[src/rtl/router_out_fifo.sv]
// Per-destination output buffer of the 1x3 router.
// Buffers the register-stage byte stream with a header tag bit, drains it to one
// destination port, and tracks packet boundaries from the header length field.
module router_out_fifo #(
  parameter int unsigned WIDTH = 8,
  parameter int unsigned DEPTH = 16,
  parameter int unsigned AW    = 4
) (
  input  logic             clk,
  input  logic             resetn,
  input  logic             soft_reset,
  input  logic             write_enb,
  input  logic             lfd_state,
  input  logic [WIDTH-1:0] data_in,
  input  logic             read_enb,
  output logic [WIDTH-1:0] data_out,
  output logic             full,
  output logic             empty,
  output logic             pkt_busy,
  output logic             pkt_done,
  output logic             protocol_err
);

  // Byte counter holds the 6-bit length field plus one for the parity byte.
  localparam int unsigned CW = WIDTH - 1;
  localparam int unsigned EW = WIDTH + 1;

  logic [EW-1:0] mem [DEPTH];
  logic [AW:0]   wr_ptr;
  logic [AW:0]   rd_ptr;
  logic [CW-1:0] cnt;

  logic          wr_acc;
  logic          rd_acc;
  logic          clr;
  logic [EW-1:0] rd_entry;
  logic          rd_hdr;

  // Occupancy flags from the registered pointers.
  assign empty    = (wr_ptr == rd_ptr);
  assign full     = (wr_ptr[AW] != rd_ptr[AW]) && (wr_ptr[AW-1:0] == rd_ptr[AW-1:0]);
  assign pkt_busy = (cnt != '0);

  // Request qualification on start-of-cycle flags, and the head entry.
  always_comb begin
    clr      = !resetn || soft_reset;
    wr_acc   = write_enb && !full;
    rd_acc   = read_enb && !empty;
    rd_entry = mem[rd_ptr[AW-1:0]];
    rd_hdr   = rd_entry[WIDTH];
  end

  // Storage array; contents are left alone on reset since pointers make them unreachable.
  always_ff @(posedge clk) begin
    if (!clr && wr_acc) begin
      mem[wr_ptr[AW-1:0]] <= {lfd_state, data_in};
    end
  end

  // Write and read pointers, wrapping modulo 2*DEPTH.
  always_ff @(posedge clk) begin
    if (clr) begin
      wr_ptr <= '0;
      rd_ptr <= '0;
    end else begin
      if (wr_acc) wr_ptr <= wr_ptr + (AW+1)'(1);
      if (rd_acc) rd_ptr <= rd_ptr + (AW+1)'(1);
    end
  end

  // Registered read data with one-cycle latency; holds when no read is accepted.
  always_ff @(posedge clk) begin
    if (clr) begin
      data_out <= '0;
    end else if (rd_acc) begin
      data_out <= rd_entry[WIDTH-1:0];
    end
  end

  // Packet byte counter, end-of-packet pulse and sticky protocol error.
  always_ff @(posedge clk) begin
    if (clr) begin
      cnt          <= '0;
      pkt_done     <= 1'b0;
      protocol_err <= 1'b0;
    end else begin
      pkt_done <= 1'b0;
      if (rd_acc) begin
        if (rd_hdr) begin
          // A new header always reloads, abandoning any open packet silently.
          cnt <= CW'(rd_entry[WIDTH-1:2]) + CW'(1);
        end else if (cnt != '0) begin
          cnt <= cnt - CW'(1);
          if (cnt == CW'(1)) pkt_done <= 1'b1;
        end else begin
          protocol_err <= 1'b1;
        end
      end
    end
  end

endmodule
[config.mk]
export PLATFORM = sky130hd
export DESIGN_NAME = router_out_fifo
export DESIGN_NICKNAME = d
export VERILOG_FILES = /design/src/rtl/router_out_fifo.sv
export SDC_FILE = /design/constraint.sdc
export NUM_CORES = 1
export LEC_CHECK = 0
export ABC_AREA = 1
export BUFFER_PORTS_ARGS = -buffer_cell sky130_fd_sc_hd__buf_4
export CORE_MARGIN = 4
export CORE_UTILIZATION = 35
export CTS_CLUSTER_DIAMETER = 100
export CTS_CLUSTER_SIZE = 25
export DETAILED_ROUTE_END_ITERATION = 12
export PLACE_DENSITY = 0.56
export SLEW_MARGIN = 20
export SYNTH_ARGS = -nofsm -noshare
export SYNTH_HDL_FRONTEND = slang
export SYNTH_SLANG_ARGS = --single-unit
export TNS_END_PERCENT = 100
[constraint.sdc]
create_clock -name clk -period 5.54 [get_ports clk]
set_clock_uncertainty 0.05 [all_clocks]
set_input_delay 0 -clock clk [delete_from_list [all_inputs] [get_ports clk]]
set_output_delay 0 -clock clk [all_outputs]
set_load 0.005 [all_outputs]
## Yosys cells after proc, flatten, opt, wreduce, memory -nomap -nowiden

Memories as Yosys holds them, arrays and structs flattened. A register that Yosys moved wholly into a read port is not among the register bits.
Cells that the tools add are included.

| operators by class | value |
|---|---|
| reductions and logical operators | 14 |
| multiplexer cells | 7 |
| bitwise logic cells | 3 |
| add/subtract/negate cells | 4 |
| equality and inequality tests | 4 |

Operators by type and width:

| kind | number |
|---|---|
| 7-bit 2-to-1 mux | 2 |
| 5-bit by 1-bit adder with 5-bit output (second input constant) | 2 |
| 4-bit 2-to-1 mux | 2 |
| 6-bit by 1-bit adder with 7-bit output (second input constant) | 1 |
| 7-bit by 1-bit equality test with 1-bit output (second input constant) | 1 |
| 7-bit nonzero test | 1 |
| 7-bit by 1-bit subtractor with 7-bit output (second input constant) | 1 |
| 5-bit equality test | 1 |
| 4-bit equality test | 1 |
| 1-bit logical AND | 4 |
| 1-bit logical NOT | 4 |
| 4-bit OR reduction | 1 |
| 1-bit 2-to-1 mux | 3 |
| 1-bit NOT | 3 |
| 3-bit AND reduction | 1 |
| 2-bit AND reduction | 1 |
| 2-bit nonzero test | 1 |
| 1-bit logical OR | 1 |
| 1-bit inequality test | 1 |

| word-level totals | value |
|---|---|
| output and inout port bits | 13 |
| bits in registers | 27 |
| input bits | 14 |
| word-level logic and storage cells | 39 |
| memories | 1 |
| memory bits (writable) | 144 |

Memories:

| name | words | width | rd ports | clocked after Yosys merged registers in | wr ports | RTL line | RTL |
|---|---|---|---|---|---|---|---|
| mem | 16 | 9 | 1 | 1 | 1 | 28 | `logic [EW-1:0] mem [DEPTH];` |

## Depth between registers and ports, before layout

Gate-level depths: netlist of run 1.

| depth | value |
|---|---|
| word-level depth | 7 |
| mapped depth | 16 |
| mapped depth without buffers | 13 |

## Least setup slack after synthesis of run 1

No wires, ideal clock.

| timing | value |
|---|---|
| path type | flip-flop to flip-flop |
| from | register rd_ptr[0] |
| to | memory mem[11][0] in the netlist's numbering (enable) |
| data arrival time | 1663 ps |
| clock period less this slack | 2100 ps |
| required time | 5103 ps |
| stages on the path, launching flop included | 9 |
| setup time | 387 ps |
| path slack | 3440 ps |
| buffers on the path | 0 |
| cells stage by stage | dfxtp_1 > xor2_1 > nor2_1 > nand2_1 > or2_2 > nand2_2 > inv_1 > nand2_1 > nor3_1 |

| between the ends | value |
|---|---|
| longest elaborated chain between the ends | 7 |

RTL lines:

| element | RTL line | RTL |
|---|---|---|
| start, declared | 30 | `logic [AW:0] rd_ptr;` |
| start signal, assigned | 67 | `if (rd_acc) rd_ptr <= rd_ptr + (AW+1)'(1);` |
| 4-bit equality test | 41 | `assign full = (wr_ptr[AW] != rd_ptr[AW]) && (wr_ptr[AW-1:0] == rd_ptr[AW-1:0]);` |
| 1-bit logical AND | 41 |  |
| 1-bit logical NOT | 47 | `wr_acc = write_enb && !full;` |
| 1-bit logical AND | 47 |  |
| 1-bit logical AND | 55 | `if (!clr && wr_acc) begin` |
| 1-bit 2-to-1 mux | 55 |  |
| 1-bit 2-to-1 mux (implied by the code) | 56 | `mem[wr_ptr[AW-1:0]] <= {lfd_state, data_in};` |
| end, declared | 28 |  |

Every way passes these cells.

==> flow_summary.json, run 1 <==
{
  "status": "complete, no violations",
  "path_clk_slew_ps": 70,
  "cts-resized-gates": 0,
  "postCtsSetupRepairBufs": 0,
  "dpl.hpwl_um": 10900,
  "diodes": 0,
  "critPathRequiredTime_ps": 5810,
  "dieHeight_um": 154,
  "track_usage_pct": 15.8,
  "grt_pass1_wl_um": 28400,
  "drtIter0Drc": 442,
  "tightest_slew_ps": 1080,
  "drc": 0,
  "synth_top_area_share_pct": 57.9,
  "power_density_nw_per_um2": 321,
  "critPathArrivalTime_ps": 3130,
  "tns_ps": 0,
  "routedWlPerCell_um": 17.4,
  "detail_route.wirelength_um": 18200,
  "ys_async_sr_fraction_pct": 0,
  "synth_seq_cells": 175,
  "synth-simple-area-share_pct": 18.0,
  "avgSynthCellArea_sq_um": 10.4,
  "die_w_um": 154,
  "synthToLayoutAreaGrowth_pct": 16.1,
  "antenna_found_initial": 0,
  "timing_worst_setup_path_type": "flop to flop",
  "cts_tree": "built",
  "fmaxAchievable_mhz": 350,
  "cp_max_fo": 31,
  "yosys_warnings": 0,
  "rsz0062_at_grt": "no",
  "synth_largest_area_cell": "edfxtp_1",
  "synth_edf_count": 144,
  "min_period_ps": 2860,
  "port_buffers": 26,
  "die-area_sq_um": 23700,
  "vias": 5089,
  "max_slew_margin_pct": 28.0,
  "ys_types": 30,
  "synth_area_sq_um": 7470,
  "grt_max_degree": 80,
  "num-fill-cells": 2066,
  "synth_top_family_by_area": "simple AND/OR/NAND/NOR gates",
  "startpoint_type": "flop",
  "post-place-ws_ps": 2710,
  "finalMaxSlewViolations": 0,
  "antenna_left": 0,
  "synth_ff_type": "edfxtp_1",
  "min_path_type": "primary input to flop",
  "ir_worst_vdd_v": 0.000224,
  "gp_congestion": 0.819,
  "finalNetCount": 780,
  "synth_xor_xnor_area_share_pct": 1.29,
  "core_region_area_sq_um": 21000,
  "initial_core_util_pct": 35.5,
  "std_cell_rows": 53,
  "end_kind": "flop",
  "cts_hold_buf": 12,
  "cts_made_buffers": 17,
  "synthMuxAreaShare_pct": 0,
  "hold_violations": 0,
  "whs_ps": 77.8,
  "yosysSeqAreaShare_pct": 66.2,
  "p_leak_nw": 3.35,
  "grt_overflow": 0,
  "utilization_pct": 41.3,
  "finalSetupViolCount": 0,
  "cts_buffer_depth": 2,
  "syn_nets": 738,
  "viasPerCell": 4.87,
  "drive_above_1_share_pct": 11.6,
  "clk_latency_ps": 430,
  "synth_area_leaders": "edfxtp_1 58%, nand2_1 8.4%, dfxtp_1 8.3%, nand3_1 5.0%, inv_1 3.4%",
  "num_io_pins": 27,
  "syn-instance-count": 715,
  "synth_compound_area_share_pct": 7.07,
  "final.period_utilization_pct": 51.6,
  "grt_pass1_vias": 4921,
  "clock_sinks": 175,
  "drv_cap": 0,
  "setup_ws_ps": 2680,
  "dr.pass1.iters": 4,
  "yosys.area_share.adder_pct": 1.51,
  "cts_htree_levels": 4,
  "cts-root-buf": "clkbuf_16"
}
[stage by stage]
step	area (sq um)	power, W	instances
after floorplan	7470	0.00155	715
after global placement	7960	0.00161	1001
after detailed placement	7970	0.00161	1001
after CTS	8670	0.00281	1045
after global routing	8670	0.00288	1045
final	8670	0.00278	1045
[per-layer routing]
metal  vias up  share of wire, %  track usage (%)
met3        14               4.1             3.26
met1      2470                47             21.2
li1       2509                 -                -
met2        96                48             26.1
met4         0               1.1             4.42
met5         -                 0                0
[worst max-delay path, stage by stage, from the launching register on]
cell     delay [ps]
dfxtp_1         300
buf_4           250
inv_1           700
buf_4           370
nand3_1         140
nand3_1         100
nand3_1         110
nand2_2         230
inv_1           150
a21oi_1         150
nand2_1          70
nor2_1           80
nor2_1           40
[flip-flops by register name, indices dropped and copies added (netlist names), named ones only]
register / flops
protocol_err: 1
data_out: 8
cnt: 7
wr_ptr: 5
rd_ptr: 5
pkt_done: 1
mem: 144
[Yosys cell counts, types with 6 or more instances]
library cell,number
o221ai_1,6
nor2_1,60
o211ai_1,8
dfxtp_1,31
o21ai_1,10
o21ai_0,41
nor3_1,7
a31oi_1,6
xor2_1,7
nand2_2,6
nand2_1,167
nand3_1,75
clkbuf_1,9
edfxtp_1,144
buf_2,15
a21oi_1,22
inv_1,67
ha_1,9
[power breakdown]
part	switching [W]	leakage (nW)	internal, W
sequential	0.00000575	1.55	0.00143
combinational	0.0000996	1.51	0.0000509
clock	0.000525	0.289	0.000673
total	0.000630	3.35	0.00215
[worst paths after layout]
| path | startpoint | end | slack, ps | cells past startpoint |
|---|---|---|---|---|
| min reg2reg | wr_ptr[4]$_SDFFE_PP0P_ | wr_ptr[4]$_SDFFE_PP0P_ | 430 | 2 |
| max reg2reg | flop | cnt[5]$_SDFFE_PP0P_ | 2680 | 12 |
| max | flop | cnt[5]$_SDFFE_PP0P_ | 2680 | 12 |
| min | resetn | rd_ptr[4]$_SDFFE_PP0P_ | 80 | 6 |
[kinds of logic after synthesis]
logic type | Yosys count
flip-flops | 175
XOR/XNOR | 11
adder cells (fa/ha/maj) | 9
buffers and inverters | 103
AO/OA/AOI/OAI | 95
AND/OR/NAND/NOR | 322
[final cells by class]
cell class	instances	area [sq um]	area share, %
clock buffers	18	429	4.95
clock inverters	14	154	1.77
inverters	71	267	3.07
multi-input cells	437	2090	24.1
flip-flops and latches	175	4950	57.0
well taps	275	344	3.97
repair buffers	55	443	5.11
[cells in the final DEF, fill, tap and decap left out]
master / count
nor4_1: 1
a31oi_1: 6
xor2_1: 7
nor2_2: 4
a21oi_1: 22
clkbuf_16: 17
dfxtp_2: 1
inv_8: 2
nor2_1: 57
nand3_1: 75
clkinv_4: 1
dfxtp_1: 30
o22ai_1: 2
edfxtp_1: 144
o211ai_1: 8
o21ai_0: 41
clkinv_1: 1
clkinv_2: 4
dlygate4sd3_1: 12
inv_6: 4
o221ai_1: 6
nand2_1: 167
bufinv_16: 2
nor3b_1: 2
clkinvlp_4: 1
xnor2_1: 4
nand2_2: 6
or2_2: 1
buf_4: 43
inv_1: 67
o21ai_1: 10
nor3_1: 7
inv_2: 3
ha_1: 9
clkbuf_1: 1
nand4_1: 2
(Power assumes the default switching activity.)
==> run 2, diff against run 1 <==
--- a/config.mk
+++ b/config.mk
@@ -5,14 +5,14 @@
 export SDC_FILE = /design/constraint.sdc
 export NUM_CORES = 1
 export LEC_CHECK = 0
-export ABC_AREA = 1
+export ABC_AREA = 0
 export BUFFER_PORTS_ARGS = -buffer_cell sky130_fd_sc_hd__buf_4
 export CORE_MARGIN = 4
 export CORE_UTILIZATION = 35
 export CTS_CLUSTER_DIAMETER = 100
 export CTS_CLUSTER_SIZE = 25
 export DETAILED_ROUTE_END_ITERATION = 12
-export PLACE_DENSITY = 0.56
+export PLACE_DENSITY = 0.58
 export SLEW_MARGIN = 20
 export SYNTH_ARGS = -nofsm -noshare
 export SYNTH_HDL_FRONTEND = slang
==> constraint.sdc (replaced) <==
create_clock -name clk -period 2.5 [get_ports clk]
set_clock_uncertainty 0.05 [all_clocks]
set_input_delay 0 -clock clk [delete_from_list [all_inputs] [get_ports clk]]
set_output_delay 0 -clock clk [all_outputs]
set_load 0.005 [all_outputs]
==> run 2 against run 1 <==
Effect of this change:
- sequential cell count unchanged
- non-clock buffer count up 31
- via count down 17%
- global-route usage down 1.7 points
- clock power up 120%
- sequential power up 120%
- maximum frequency up 19%
- worst hold slack worse by 35 ps
- highest routed layer unchanged
==> flow_summary.json, run 2 <==
{
  "setup_ws_ps": 106,
  "combPwrFrac_pct": 3.9,
  "cts_made_buffers": 17,
  "largest_register_ffs": 144,
  "ys_types": 56,
  "p_int_w": 0.00475,
  "yosysSeqAreaShare_pct": 67.6,
  "hold_violations": 0,
  "drtIter0Drc": 275,
  "ir_worst_vdd_v": 0.000479,
  "ys_async_sr_fraction_pct": 0,
  "antenna_found_initial": 0,
  "cts_htree_levels": 4,
  "vias": 4238,
  "startpoint_type": "flop",
  "final_common_cell": "edfxtp_1",
  "diodes": 0,
  "cts_buffer_depth": 2,
  "finalNetCount": 558,
  "cts-root-buf": "clkbuf_16",
  "yosys_warnings": 0,
  "max_slew_margin_pct": 51.5,
  "min_path_type": "primary input to flop",
  "path_clk_slew_ps": 70,
  "track_usage_pct": 14.0,
  "synth_ff_type": "edfxtp_1",
  "routedWlPerCell_um": 19.7,
  "detail_route.wirelength_um": 16100,
  "clk_latency_ps": 430,
  "clock_sinks": 175,
  "path_cells": "mux4_1, a22oi_2, nand2_1, ha_1, o21ai_0, a21oi_1, or3_1, a31oi_1",
  "drive_above_1_share_pct": 25.7,
  "swShare_pct": 21.0,
  "slowest_delay_ps": 630,
  "grt_max_degree": 25,
  "core_region_area_sq_um": 20400,
  "gp_congestion": 0.825,
  "die_w_um": 153,
  "post-place-ws_ps": 25.5,
  "grt_pass1_vias": 4261,
  "yosysMostFrequentCell": "edfxtp_1",
  "avgSynthCellArea_sq_um": 16.3,
  "utilization_pct": 43.3,
  "crit_buf_inv": 0,
  "grt_pass1_wl_um": 24900,
  "finalMaxSlewViolations": 0,
  "synth_seq_cells": 175,
  "critPathArrivalTime_ps": 2700,
  "synth_area_leaders": "edfxtp_1 59%, dfxtp_1 8.5%, mux4_1 6.1%, mux4_2 4.6%, nor2_1 1.9%",
  "std_cell_rows": 52,
  "syn_nets": 472,
  "p_seq_share_pct": 52.6,
  "finalSetupViolCount": 0,
  "synth_edf_count": 144,
  "p_leak_nw": 2.94,
  "port_buffers": 26,
  "status": "complete, no violations",
  "synth_largest_area_cell": "edfxtp_1",
  "cp_top_family": "multiplexers",
  "timing_worst_setup_path_type": "flop to flop",
  "dpl.hpwl_um": 10700,
  "die-area_sq_um": 23300,
  "final.period_utilization_pct": 95.8,
  "num-fill-cells": 1815,
  "crit_slowest_cell": "mux4_1",
  "cp_max_fo": 9,
  "initial_core_util_pct": 35.8,
  "end_kind": "flop",
  "viasPerCell": 5.18,
  "most-common-layout-cells": "144 x edfxtp_1, 71 x buf_4, 36 x nor2_1",
  "antenna_left": 0,
  "synth_top_area_share_pct": 59.1,
  "fmaxAchievable_mhz": 418,
  "p_sw_w": 0.00127,
  "pwr-share-clk_pct": 43.5,
  "syn-instance-count": 449,
  "grt_overflow": 0,
  "num_io_pins": 27,
  "critPathRequiredTime_ps": 2800,
  "dr.pass1.iters": 7,
  "drv_cap": 0,
  "synthToLayoutAreaGrowth_pct": 20.8,
  "dieHeight_um": 153,
  "tightest_slew_ps": 726,
  "synth_area_sq_um": 7320,
  "cts_tree": "built",
  "power_density_nw_per_um2": 681,
  "drc": 0,
  "min_period_ps": 2390,
  "synth_commonest_cells": "144 x edfxtp_1, 38 x nor2_1, 31 x dfxtp_1"
}
[run 2: cell count changes after synthesis, moves of 9 or more]
cell     change
nand2_1    -139
nand3_1     -70
inv_1       -60
o21ai_0     -36
nor2_1      -22
mux4_1      +17
mux4_2      +15
buf_2       -12
mux2i_1     +12
o21ai_1      -9
[run 2: power groups by stage]
stage	Clock [W]	Combinational, W	Sequential [W]
after floorplan	0	0.000115	0.00323
after global placement	0	0.000210	0.00323
after detailed placement	0	0.000216	0.00323
after CTS	0.00268	0.000229	0.00317
after global routing	0.00282	0.000257	0.00316
final	0.00262	0.000233	0.00317
[run 2: stage by stage]
step | hold slack (ps) | total power (W) | cell area [sq um] | instances | setup TNS (ps)
after CTS | 27.1 | 0.00607 | 8770 | 814 | 0
final | 42.7 | 0.00602 | 8840 | 818 | 0
after global placement | 241 | 0.00344 | 8080 | 772 | 0
after global routing | 57.6 | 0.00624 | 8840 | 818 | -0.961
after detailed placement | 257 | 0.00345 | 8080 | 772 | 0
after floorplan | 48.9 | 0.00335 | 7320 | 449 | 0
[run 2: final timing paths]
| path | start | depth (start not counted) | slack [ps] | endpoint |
|---|---|---|---|---|
| worst max-delay path | flop | 8 | 110 | cnt[4]$_SDFFE_PP0P_ |
| worst min-delay path | write_enb | 5 | 40 | wr_ptr[0]$_SDFFE_PP0P_ |
| worst max register to register | flop | 8 | 110 | cnt[4]$_SDFFE_PP0P_ |
| worst min register to register | data_out[6]$_SDFFE_PP0P_ | 2 | 410 | data_out[6]$_SDFFE_PP0P_ |
[run 2: cell families (layout without fill, tap and decap cells)]
logic type / Yosys count / in the layout / synth area share [%]
flip-flops: 175 / 175 / 67.6
AND/OR/NAND/NOR: 111 / 111 / 7.13
AO/OA/AOI/OAI: 67 / 67 / 6.87
multiplexers: 46 / 46 / 12.7
buffers and inverters: 27 / 126 / 2.56
XOR/XNOR: 14 / 14 / 1.68
adder cells (fa/ha/maj): 9 / 9 / 1.54
[run 2: tightest hold or removal path: stages]
cell     delay (ps)
buf_4            80
o21a_1          120
buf_4           140
xnor2_1          70
nor2_1           70
[run 2: layout make-up]
cell class,instances,area [sq um],share of cell area (%)
Clock buffer,18,429,4.85
Tap cell,270,338,3.82
Clock inverter,14,159,1.80
Timing Repair Buffer,86,733,8.29
Sequential cell,175,4950,56.0
Inverter,8,30.0,0.340
Multi-Input combinational cell,247,2200,24.9
[run 2: timing repair]
action / in CTS / in global routing
endpoints found under the hold margin: 147 / 0
gates resized for setup: 0 / 6
hold buffers: 10 / 0
endpoints found under the setup margin: 0 / 6
setup buffers: 0 / 3
[run 2: layer usage]
metal  part of all wire (%)  track usage, %  up-vias
met4                    1.9            4.41        0
li1                       -               -     1950
met5                      0               0        -
met3                    4.2            3.27       26
met2                     50            23.7      107
met1                     43            18.0     2155
==> run 3, diff against run 2 <==
--- a/config.mk
+++ b/config.mk
@@ -13,6 +13,7 @@
 export CTS_CLUSTER_SIZE = 25
 export DETAILED_ROUTE_END_ITERATION = 12
 export PLACE_DENSITY = 0.58
+export SETUP_SLACK_MARGIN = 0.4
 export SLEW_MARGIN = 20
 export SYNTH_ARGS = -nofsm -noshare
 export SYNTH_HDL_FRONTEND = slang
==> run 3 against run 2 <==
Effect of this change:
- die area is the same
- sequential cell count is the same
- routed wire length grew 6.9%
- sequential share of layout area shrank 3.8 points
- register-to-register slack gained 90 ps
- maximum frequency grew 4.0%
- worst hold slack gained 9.9 ps
- design area grew 7.5%
- critical path depth grew 1
- sequential power is essentially flat
- cell count grew 2.3%
- critical endpoint unchanged
==> flow_summary.json, run 3 (synthesis gave the netlist of run 2 again) <==
{
  "slowest_delay_ps": 520,
  "finalNetCount": 577,
  "num-fill-cells": 1720,
  "core_region_area_sq_um": 20400,
  "finalMaxSlewViolations": 0,
  "most-common-layout-cells": "144 x edfxtp_1, 68 x buf_4, 26 x dfxtp_1",
  "dr.pass1.iters": 4,
  "startpoint_type": "flop",
  "vias": 4353,
  "initial_core_util_pct": 35.8,
  "finalSetupViolCount": 0,
  "grt_pass1_wl_um": 26500,
  "cp_max_fo": 7,
  "num_io_pins": 27,
  "p_leak_nw": 3.12,
  "cts_htree_levels": 4,
  "critPathArrivalTime_ps": 2590,
  "detail_route.wirelength_um": 17200,
  "status": "complete, no violations",
  "tightest_slew_ps": 688,
  "cts_made_buffers": 17,
  "cts_buffer_depth": 2,
  "hold_depth": 5,
  "antenna_left": 0,
  "worst_r2r_path_depth": 9,
  "gp_congestion": 0.810,
  "ir_worst_vdd_v": 0.000396,
  "drv_cap": 0,
  "drtIter0Drc": 314,
  "clock_sinks": 175,
  "final_common_cell": "edfxtp_1",
  "track_usage_pct": 15.0,
  "final.period_utilization_pct": 92.1,
  "hold_violations": 0,
  "power_density_nw_per_um2": 648,
  "routedWlPerCell_um": 20.5,
  "dpl.hpwl_um": 11200,
  "dieHeight_um": 153,
  "design_area_sq_um": 9500,
  "timing_worst_setup_path_type": "flop to flop",
  "drive_above_1_share_pct": 38.6,
  "cts-root-buf": "clkbuf_16",
  "grt_overflow": 0,
  "largest_register_ffs": 144,
  "grt_max_degree": 23,
  "path_clk_slew_ps": 70,
  "synthToLayoutAreaGrowth_pct": 29.8,
  "fmaxAchievable_mhz": 434,
  "max_slew_margin_pct": 54.1,
  "std_cell_rows": 52,
  "rsz0062_at_grt": "yes",
  "path_cells": "buf_12, mux4_2, a22oi_2, nand2_2, ha_4, o21ai_1, a21oi_1, or3_1, a31oi_1",
  "die-area_sq_um": 23300,
  "die_w_um": 153,
  "critPathRequiredTime_ps": 2790,
  "min_path_type": "primary input to flop",
  "placed_cell_area_sq_um": 8090,
  "tns_ps": 0,
  "diodes": 0,
  "clk_latency_ps": 440,
  "antenna_found_initial": 0,
  "viasPerCell": 5.20,
  "cts_tree": "built",
  "end_kind": "flop",
  "min_period_ps": 2300,
  "drc": 0,
  "crit_slowest_cell": "mux4_2",
  "port_buffers": 26,
  "grt_pass1_vias": 4494
}
-- run 3: cell count changes in the layout (fill, tap and decap cells not counted), moves of 5 or more --
cell,previous run,this run
nand2_2,0,7
mux4_1,17,9
mux4_2,15,23
a221oi_2,1,6
nand2_1,28,19
buf_6,0,8
nor2_1,36,24
buf_12,3,18
a221oi_1,5,0
nor2_4,0,12
-- run 3: metrics by stage --
stage                     util [%]  worst slack [ps]  power, W  hold slack (ps)  cells
after floorplan                  -               149   0.00335             48.9    449
after global routing          46.5              86.9   0.00635             66.4    837
final                         46.5               198   0.00616             52.6    837
after global placement        39.6               118   0.00344              246    761
after detailed placement      39.6              70.7   0.00345              254    761
after CTS                     45.8               182   0.00619             14.6    833
-- run 3: repair_timing --
item,4_1_cts,5_1_grt
hold endpoints to repair,147,0
cloned,1,0
hold buffers,10,0
pin swaps,27,12
resized for setup,42,31
setup buffers,29,4
setup endpoints to repair,115,115
-- run 3: power breakdown --
group / switching, W / internal (W)
Combinational: 0.000145 / 0.000128
Clock: 0.00113 / 0.00159
Sequential: 0.00000823 / 0.00316
Total: 0.00128 / 0.00488
-- run 3: per-layer routing --
metal	track usage, %	vias to the layer above	wire, um
li1	-	1991	-
met1	19.2	2197	7470
met2	25.0	127	8570
met3	2.84	38	679
met4	6.58	0	473
met5	0	-	0
-- run 3: final cells by class --
class	count	area, sq um	area share [%]
clock buffer	18	429	4.52
timing repair buffer	105	1090	11.5
clock inverter	14	183	1.92
tap	270	338	3.56
inverter	8	30.0	0.316
sequential	175	4950	52.1
multi-input combinational	247	2480	26.1
-- run 3: path summary, 6_finish.rpt --
kind                            slack [ps]                      from                  endpoint
worst min-delay path                    50                  read_enb  data_out[0]$_SDFFE_PP0P_
worst min register to register         410  data_out[0]$_SDFFE_PP0P_  data_out[0]$_SDFFE_PP0P_
worst max-delay path                   200                      flop       cnt[4]$_SDFFE_PP0P_
worst max register to register         200                      flop       cnt[4]$_SDFFE_PP0P_
-- run 3: worst max-delay path: cells and delay by family, from the launching register on --
family | cells | cell delay, ps
simple gates | 2 | 440
compound gates | 4 | 460
flops | 1 | 410
buf+inv | 1 | 150
fa+ha+maj | 1 | 190
mux | 1 | 520
